**src/rtl/dbus_uart_master.sv**
```systemverilog
// UART-driven debug initiator: parses 'W'/'R' byte frames from a uart_lite RX port,
// issues single-word dBus commands and returns 'K' / read data / 'E' / 'T' on TX.
module dbus_uart_master #(
  parameter int CLK_FREQ            = 100000000,
  parameter int WL                  = 32,
  parameter int BYTE_TIMEOUT_CYCLES = 1000000,
  parameter int RSP_TIMEOUT_CYCLES  = 1024
) (
  input  logic          clk,
  input  logic          reset,
  input  logic          rx_valid,
  input  logic [7:0]    rx_data,
  input  logic          tx_rdy,
  output logic          tx_vld,
  output logic [7:0]    tx_data,
  output logic          dbus_cmd_valid,
  input  logic          dbus_cmd_ready,
  output logic          dbus_cmd_payload_wr,
  output logic [WL-1:0] dbus_cmd_payload_address,
  output logic [WL-1:0] dbus_cmd_payload_data,
  output logic [1:0]    dbus_cmd_payload_size,
  input  logic          dbus_rsp_ready,
  input  logic          dbus_rsp_error,
  input  logic [WL-1:0] dbus_rsp_data,
  output logic          busy,
  output logic          rx_overrun
);

  // state   | meaning
  // IDLE    | waiting for a 'W' or 'R' command byte
  // ADDR    | collecting 4 address bytes, MSB first
  // DATA    | collecting 4 write-data bytes, MSB first
  // BUS_CMD | dbus_cmd_valid held until accepted
  // BUS_RSP | waiting for read response or response timeout
  // TX_RESP | draining the response bytes to the UART
  localparam logic [2:0] IDLE    = 3'd0;
  localparam logic [2:0] ADDR    = 3'd1;
  localparam logic [2:0] DATA    = 3'd2;
  localparam logic [2:0] BUS_CMD = 3'd3;
  localparam logic [2:0] BUS_RSP = 3'd4;
  localparam logic [2:0] TX_RESP = 3'd5;

  localparam logic [7:0] CH_W = 8'h57;
  localparam logic [7:0] CH_R = 8'h52;
  localparam logic [7:0] CH_K = 8'h4B;
  localparam logic [7:0] CH_E = 8'h45;
  localparam logic [7:0] CH_T = 8'h54;

  localparam int BT_W = $clog2(BYTE_TIMEOUT_CYCLES + 1);
  localparam int RT_W = $clog2(RSP_TIMEOUT_CYCLES + 1);
  localparam logic [BT_W-1:0] BT_LOAD = BT_W'(BYTE_TIMEOUT_CYCLES);
  // Loaded at accept so the terminal-count cycle is RSP_TIMEOUT_CYCLES after it.
  localparam logic [RT_W-1:0] RT_LOAD = RT_W'(RSP_TIMEOUT_CYCLES - 1);

  if (WL != 32 || CLK_FREQ <= 0 || RSP_TIMEOUT_CYCLES < 1) begin : g_bad_param
    $error("dbus_uart_master: WL must be 32, CLK_FREQ and RSP_TIMEOUT_CYCLES positive");
  end

  logic [2:0]      state;
  logic [1:0]      byte_idx;
  logic [BT_W-1:0] byte_tmr;
  logic [RT_W-1:0] rsp_tmr;
  logic [31:0]     resp_buf;
  logic [2:0]      resp_left;

  assign dbus_cmd_payload_size = 2'b10;
  assign busy                  = (state != IDLE);

  always_ff @(posedge clk) begin
    if (reset) begin
      state                    <= IDLE;
      byte_idx                 <= '0;
      byte_tmr                 <= '0;
      rsp_tmr                  <= '0;
      resp_buf                 <= '0;
      resp_left                <= '0;
      tx_vld                   <= 1'b0;
      tx_data                  <= '0;
      dbus_cmd_valid           <= 1'b0;
      dbus_cmd_payload_wr      <= 1'b0;
      dbus_cmd_payload_address <= '0;
      dbus_cmd_payload_data    <= '0;
      rx_overrun               <= 1'b0;
    end else begin
      rx_overrun <= rx_valid &&
                    (state == BUS_CMD || state == BUS_RSP || state == TX_RESP);
      case (state)
        IDLE: begin
          if (rx_valid && (rx_data == CH_W || rx_data == CH_R)) begin
            dbus_cmd_payload_wr <= (rx_data == CH_W);
            byte_idx            <= '0;
            byte_tmr            <= BT_LOAD;
            state               <= ADDR;
          end
        end
        ADDR: begin
          if (rx_valid) begin
            dbus_cmd_payload_address <= {dbus_cmd_payload_address[WL-9:0], rx_data};
            byte_idx                 <= byte_idx + 2'd1;
            byte_tmr                 <= BT_LOAD;
            if (byte_idx == 2'd3) begin
              if (dbus_cmd_payload_wr) begin
                state <= DATA;
              end else begin
                dbus_cmd_valid <= 1'b1;
                state          <= BUS_CMD;
              end
            end
          end else if (byte_tmr == '0) begin
            state <= IDLE;
          end else begin
            byte_tmr <= byte_tmr - 1'b1;
          end
        end
        DATA: begin
          if (rx_valid) begin
            dbus_cmd_payload_data <= {dbus_cmd_payload_data[WL-9:0], rx_data};
            byte_idx              <= byte_idx + 2'd1;
            byte_tmr              <= BT_LOAD;
            if (byte_idx == 2'd3) begin
              dbus_cmd_valid <= 1'b1;
              state          <= BUS_CMD;
            end
          end else if (byte_tmr == '0) begin
            state <= IDLE;
          end else begin
            byte_tmr <= byte_tmr - 1'b1;
          end
        end
        BUS_CMD: begin
          if (dbus_cmd_ready) begin
            dbus_cmd_valid <= 1'b0;
            if (dbus_cmd_payload_wr) begin
              tx_vld    <= 1'b1;
              tx_data   <= CH_K;
              resp_left <= 3'd0;
              state     <= TX_RESP;
            end else begin
              rsp_tmr <= RT_LOAD;
              state   <= BUS_RSP;
            end
          end
        end
        BUS_RSP: begin
          // A response landing on the terminal-count cycle still wins.
          if (dbus_rsp_ready) begin
            tx_vld <= 1'b1;
            state  <= TX_RESP;
            if (dbus_rsp_error) begin
              tx_data   <= CH_E;
              resp_left <= 3'd0;
            end else begin
              tx_data   <= CH_K;
              resp_buf  <= dbus_rsp_data;
              resp_left <= 3'd4;
            end
          end else if (rsp_tmr == '0) begin
            tx_vld    <= 1'b1;
            tx_data   <= CH_T;
            resp_left <= 3'd0;
            state     <= TX_RESP;
          end else begin
            rsp_tmr <= rsp_tmr - 1'b1;
          end
        end
        TX_RESP: begin
          if (tx_rdy) begin
            if (resp_left == 3'd0) begin
              tx_vld <= 1'b0;
              state  <= IDLE;
            end else begin
              tx_data   <= resp_buf[31:24];
              resp_buf  <= {resp_buf[23:0], 8'h00};
              resp_left <= resp_left - 3'd1;
            end
          end
        end
        default: state <= IDLE;
      endcase
    end
  end

endmodule

```
**config.mk**
```make
export PLATFORM = sky130hd
export DESIGN_NAME = dbus_uart_master
export DESIGN_NICKNAME = d
export VERILOG_FILES = /design/src/rtl/dbus_uart_master.sv
export SDC_FILE = /design/constraint.sdc
export NUM_CORES = 1
export LEC_CHECK = 0
export ABC_CLOCK_PERIOD_IN_PS = 2650
export CORE_MARGIN = 3
export CORE_UTILIZATION = 52
export DETAILED_ROUTE_END_ITERATION = 12
export MAX_ROUTING_LAYER = met4
export PLACE_DENSITY = 0.8
export SLEW_MARGIN = 25
export SYNTH_ARGS = -nofsm -noshare
export SYNTH_HDL_FRONTEND = slang
export SYNTH_SLANG_ARGS = --single-unit
```
**constraint.sdc**
```tcl
create_clock -name clk -period 2.65 [get_ports clk]
set_input_delay 0.53 -clock clk [delete_from_list [all_inputs] [get_ports clk]]
set_output_delay 0.53 -clock clk [all_outputs]
set_load 0.03 [all_outputs]
```
After elaboration in Yosys (flattened, before gate mapping)
Index checks and enable logic that the tools add are counted.
{"block": "word_totals", "in_bits": 47, "out_inout_bits": 79, "elab_cells": 134, "ff_bits": 147}
{"block": "classes", "n_reduce_logical": 27, "n_mux": 61, "n_eq_ne": 29, "n_addsub": 4}
{"operator": "$mux 32", "count": 4}
{"operator": "$pmux 32 s2", "count": 1}
{"operator": "$mux 20", "count": 3}
{"operator": "$mux 3", "count": 18}
{"operator": "$mux 8", "count": 6}
{"operator": "$mux 11", "count": 4}
{"operator": "$pmux 20 s2", "count": 1}
{"operator": "$ne 2x2->1 const B", "count": 15}
{"operator": "$pmux 8 s3", "count": 1}
{"operator": "$pmux 11 s2", "count": 1}
{"operator": "$logic_not 20->1", "count": 1}
{"operator": "$sub 20x1->20 const B", "count": 1}
{"operator": "$pmux 3 s6", "count": 1}
{"operator": "$eq 8x7->1 const B", "count": 2}
{"operator": "$mux 1", "count": 14}
{"operator": "$reduce_and 7->1", "count": 2}
{"operator": "$reduce_and 6->1", "count": 2}
{"operator": "$logic_not 11->1", "count": 1}
{"operator": "$sub 11x1->11 const B", "count": 1}
{"operator": "$reduce_and 5->1", "count": 2}
{"operator": "$ne 3x3->1 const B", "count": 3}
{"operator": "$pmux 3 s3", "count": 1}
{"operator": "$reduce_bool 3->1", "count": 3}
{"operator": "$eq 3x2->1 const B", "count": 2}
{"operator": "18 further kinds", "count": 31}

Logic depth before layout (Yosys ltp)
{"block": "depth", "depth_word": 5, "depth_mapped": 9, "depth_no_buf": 7}

Worst setup path after synthesis
No wires, ideal clock.
{"block": "synth_timing", "kind": "register -> register", "from": "register byte_tmr[0]", "to": "register byte_tmr[0]", "period_less_slack_ps": 2446, "slack_ps": 204, "setup_ps": 115, "path_stages_with_launch": 8, "t_arrival_ps": 2330, "path_buffers": 0, "required_ps": 2535, "cell_sequence": "dfxtp_1 > inv_1 > ha_1 > or4b_1 > or4_4 > o21a_4 > or3_1 > and3_1"}
{"block": "synth_via", "elab_chain_len": 4, "elab_cells_between_ends": 7, "classes_between": "add/sub (1); eq/ne (1); mux (3); reduce/logical (2)"}
{"element": "start, declared", "line": "61", "source": "logic [BT_W-1:0] byte_tmr;"}
{"element": "start signal, assigned", "line": "112", "source": "byte_tmr <= byte_tmr - 1'b1;"}
{"element": "start signal, assigned", "line": "127", "source": "byte_tmr <= byte_tmr - 1'b1;"}
{"element": "$sub 20x1->20", "line": "112, 127"}
{"element": "$mux 20", "line": "109, 124"}
{"element": "$mux 20", "line": "116", "source": "if (rx_valid) begin"}
{"element": "$pmux 20 s2", "line": "87", "source": "case (state)"}
Several ways; a longest one is shown, not always the timed one. The select of a mux whose other input is x is not followed.
A chain may end at the register's enable or synchronous reset.

Worst setup path after layout
{"block": "layout_timing", "from": "register state[1]", "to": "output busy"}
{"block": "layout_via", "elab_chain_len": 1}
{"element": "start, declared", "line": "59", "source": "logic [2:0] state;"}
{"element": "start signal, assigned", "line": "71", "source": "state <= IDLE;"}
{"element": "start signal, assigned", "line": "93", "source": "state <= ADDR;"}
{"element": "start signal, assigned", "line": "103", "source": "state <= DATA;"}
{"element": "$reduce_bool 3->1", "line": "67", "source": "assign busy = (state != IDLE);"}
{"element": "end, declared", "line": "25", "source": "output logic busy,"}
No other way between the ends.

==> results.json <==
{
  "status": "finished, final reports clean",
  "power.leakage_nw": 3.00,
  "hold_viol_final": 0,
  "period_minus_slack_ns": 2.58,
  "r2r-end": "byte_tmr[1]",
  "layout.nets": 967,
  "crit_path_end": "busy",
  "slowest_stage": "clkdlybuf4s50_1",
  "tightest_slew_ns": 0.847,
  "wl_um": 16700,
  "drc": 0,
  "io_buffer_count": 123,
  "critPathLaunchType": "flip-flop",
  "die_w_um": 118,
  "slowest_delay_ns": 0.70,
  "final.setup.worst_slack_ns": 0.0701,
  "cp.arrival_ns": 2.05,
  "globalplace.congestion": 0.912,
  "power_density_mw_per_mm2": 588,
  "final-setup-viol-count": 0,
  "global_route.overflow_total": 0,
  "reg2reg_slack_ns": 0.12,
  "antenna_found_initial": 0,
  "cts.sinks": 147,
  "irDropWorstVdd_mv": 0.399,
  "seq_area_frac_synth": 0.454,
  "path_depth": 2,
  "start_util": 0.535,
  "crit_required_ns": 2.12,
  "final_util": 0.708,
  "first_pass_iters": 5,
  "grt_first_pass_wirelength_um": 28000,
  "post_cts_buffers": 0,
  "grt_usage": 0.249,
  "ant_nets": 0,
  "numCtsBuffers": 17,
  "holdCritPathClass": "reg2reg",
  "fin_skew_ns": 0.0109,
  "fp-row-count": 40,
  "netlist_area_mm2": 0.00648,
  "clockBufferDepth": 2,
  "viasPerCell": 5.71,
  "core-area_mm2": 0.0121,
  "r2r-start": "byte_tmr[1]",
  "cp.buffers_inverters": 1,
  "path_max_fanout": 15,
  "fmax_ghz": 0.388,
  "crit_path_end_kind": "output pin",
  "netlist_instances": 800,
  "fillers": 949,
  "maxCapViolCount": 0,
  "dieArea_mm2": 0.0138,
  "slew_headroom": 0.436,
  "whs_ns": 0.454,
  "num_antenna_cells": 0,
  "clock_latency_ns": 0.42,
  "async_reset_ff_frac": 0,
  "cts-root-buf": "clkbuf_16",
  "cts_tree": "done",
  "die_y_um": 118,
  "drt_iter0_markers": 706,
  "clk_pin_slew_worst_paths_ns": 0.06,
  "layout-drive-gt1-share": 0.0896,
  "reg2reg_depth": 7,
  "startpoint": "state[1]",
  "worstSetupPathType": "reg2out",
  "wl_per_cell_um": 15.3,
  "drv_slew": 0,
  "dp_slack_ns": 0.0911,
  "ys_ff_latch": 147,
  "total_power_mw": 5.04,
  "period_share": 0.974,
  "syn_avg_cell_area_um2": 8.10,
  "place_hpwl_um": 11500,
  "grt_max_degree": 83,
  "synth-edff-count": 0,
  "num_vias": 6248,
  "yosys.cell_types.count": 61,
  "h-tree-depth": 4,
  "tns_ns": 0,
  "synthToLayoutAreaGrowth_pct": 32.3,
  "pin_count": 126,
  "cp_top_family": "buffers and inverters",
  "ys.flop_type": "dfxtp_1",
  "grt_pass1_vias": 5815,
  "crit_chain": "or3_1 > clkdlybuf4s50_1",
  "syn-num-nets": 853,
  "yosys_warnings": 0
}
## final cells by class
class / count / area [µm²] / share of cell area
Sequential cell: 147 / 2940 / 0.343
Clock buffer: 19 / 433 / 0.0505
Timing Repair Buffer: 153 / 1490 / 0.174
Inverter: 10 / 37.5 / 0.00438
Clock inverter: 12 / 205 / 0.0239
Multi-Input combinational cell: 585 / 3250 / 0.379
Tap cell: 168 / 210 / 0.0245
## cell families (layout without fill, tap and decap cells)
family,after synthesis,after routing,synth area share
and+or+nand+nor,358,358,0.261
muxes,11,11,0.0172
AOI/OAI and AO/OA,199,199,0.197
xor gates and xnor gates,9,9,0.0122
adders and majority gates,6,6,0.0116
DFF,147,147,0.454
buffers and inverters,68,194,0.0460
other,2,2,0.00116
## Yosys cell counts, types with 2 or more instances
cell         n  share of area
o21ai_2      4         0.0054
o21a_1       3         0.0035
buf_4        4         0.0046
conb_1       2         0.0012
nand2b_1    15          0.014
or4_4        2         0.0035
o22ai_1      2         0.0019
buf_2        4         0.0031
clkbuf_1    45          0.026
a211o_1      2         0.0027
a21oi_1     99          0.077
nor4_1       9         0.0087
nor2b_1      2         0.0019
and3_1       5         0.0048
and4b_1      2         0.0031
a31o_2       3         0.0041
buf_1        2         0.0012
o211ai_1     9          0.010
a22oi_1      8         0.0093
nor3_1      19          0.015
nor3b_1      6         0.0070
or4b_1       2         0.0031
or3_1        7         0.0068
nand4_1      7         0.0068
ha_1         6          0.012
nand4bb_1    2         0.0035
or4_1       10          0.012
a31oi_1      8         0.0077
o211ai_2     2         0.0039
nand3_1      9         0.0070
a311oi_1    27          0.037
o31ai_1      3         0.0035
buf_6        3         0.0052
or2_2        2         0.0019
xnor2_1      2         0.0027
dfxtp_1    147           0.45
mux2i_1     10          0.015
nor4b_1      2         0.0027
a211oi_1     9          0.010
inv_1       10         0.0058
nand2_1    196           0.11
nor2_1      52          0.030
xor2_1       7         0.0095
o21ai_0     13          0.010
## routing by layer
metal	vias to the layer above	routed length, µm	track usage
li1	3040	-	-
met1	2947	7450	0.315
met2	243	7970	0.397
met3	18	1140	0.0634
met4	0	163	0.0696
met5	-	0	-
## where the power goes
part	internal, mW	switching (mW)	total [mW]	leakage (nW)
combinational	0.111	0.121	0.231	1.51
sequential	2.22	0.00558	2.22	1.18
clock	1.67	0.917	2.59	0.304
## cell usage in the layout, fill, tap and decap left out, types with 9 or more instances in the layout
master	Yosys	layout
nand2_1	196	196
dfxtp_1	147	147
clkdlybuf4s50_1	0	122
a21oi_1	99	99
nor2_1	52	52
buf_4	4	28
a311oi_1	27	27
nor3_1	19	18
clkbuf_16	0	17
nand2b_1	15	15
o21ai_0	13	13
inv_1	10	10
or4_1	10	10
mux2i_1	10	10
nor4_1	9	9
a211oi_1	9	9
o211ai_1	9	9
nand3_1	9	9
## metrics by stage
stage | area (µm²) | instances
2_1_floorplan | 6480 | 800
3_3_place_gp | 7930 | 1063
3_5_place_dp | 7930 | 1063
4_1_cts | 8570 | 1094
5_1_grt | 8570 | 1094
6_report | 8570 | 1094
## worst min path at each step
stage	startpoint	end	slack [ns]	cells after the start
2_1_floorplan	byte_idx[1]	byte_idx[1]	0.44	2
3_3_place_gp	dbus_cmd_payload_address[28]	dbus_cmd_payload_address[28]	0.44	2
3_5_place_dp	dbus_cmd_payload_address[28]	dbus_cmd_payload_address[28]	0.45	2
4_1_cts	dbus_cmd_payload_address[28]	dbus_cmd_payload_address[28]	0.46	2
5_1_grt	dbus_cmd_payload_data[31]	dbus_cmd_payload_data[31]	0.47	2
6_report	dbus_cmd_payload_address[28]	dbus_cmd_payload_address[28]	0.45	2
## worst min-delay path, delay by kind of cell, from the launching register on
| kind | cells | cell delay (ns) |
|---|---|---|
| DFF | 1 | 0.31 |
| and+or+nand+nor | 1 | 0.05 |
| AOI/OAI and AO/OA | 1 | 0.05 |
## flip-flops by register name, summed over array words and instances, names as in the netlist
register	flops
dbus_cmd_payload_address	32
dbus_cmd_payload_data	32
resp_buf	32
byte_tmr	20
rsp_tmr	11
tx_data	8
resp_left	3
state	3
byte_idx	2
dbus_cmd_payload_wr	1
dbus_cmd_valid	1
rx_overrun	1
tx_vld	1
## what timing repair did
item                                    4_1_cts  5_1_grt
hold buffers                                  0        0
gates resized for setup                       0        1
hold endpoints to repair                      0        0
endpoints found under the setup margin        0        2
(Power assumes the default switching activity.)
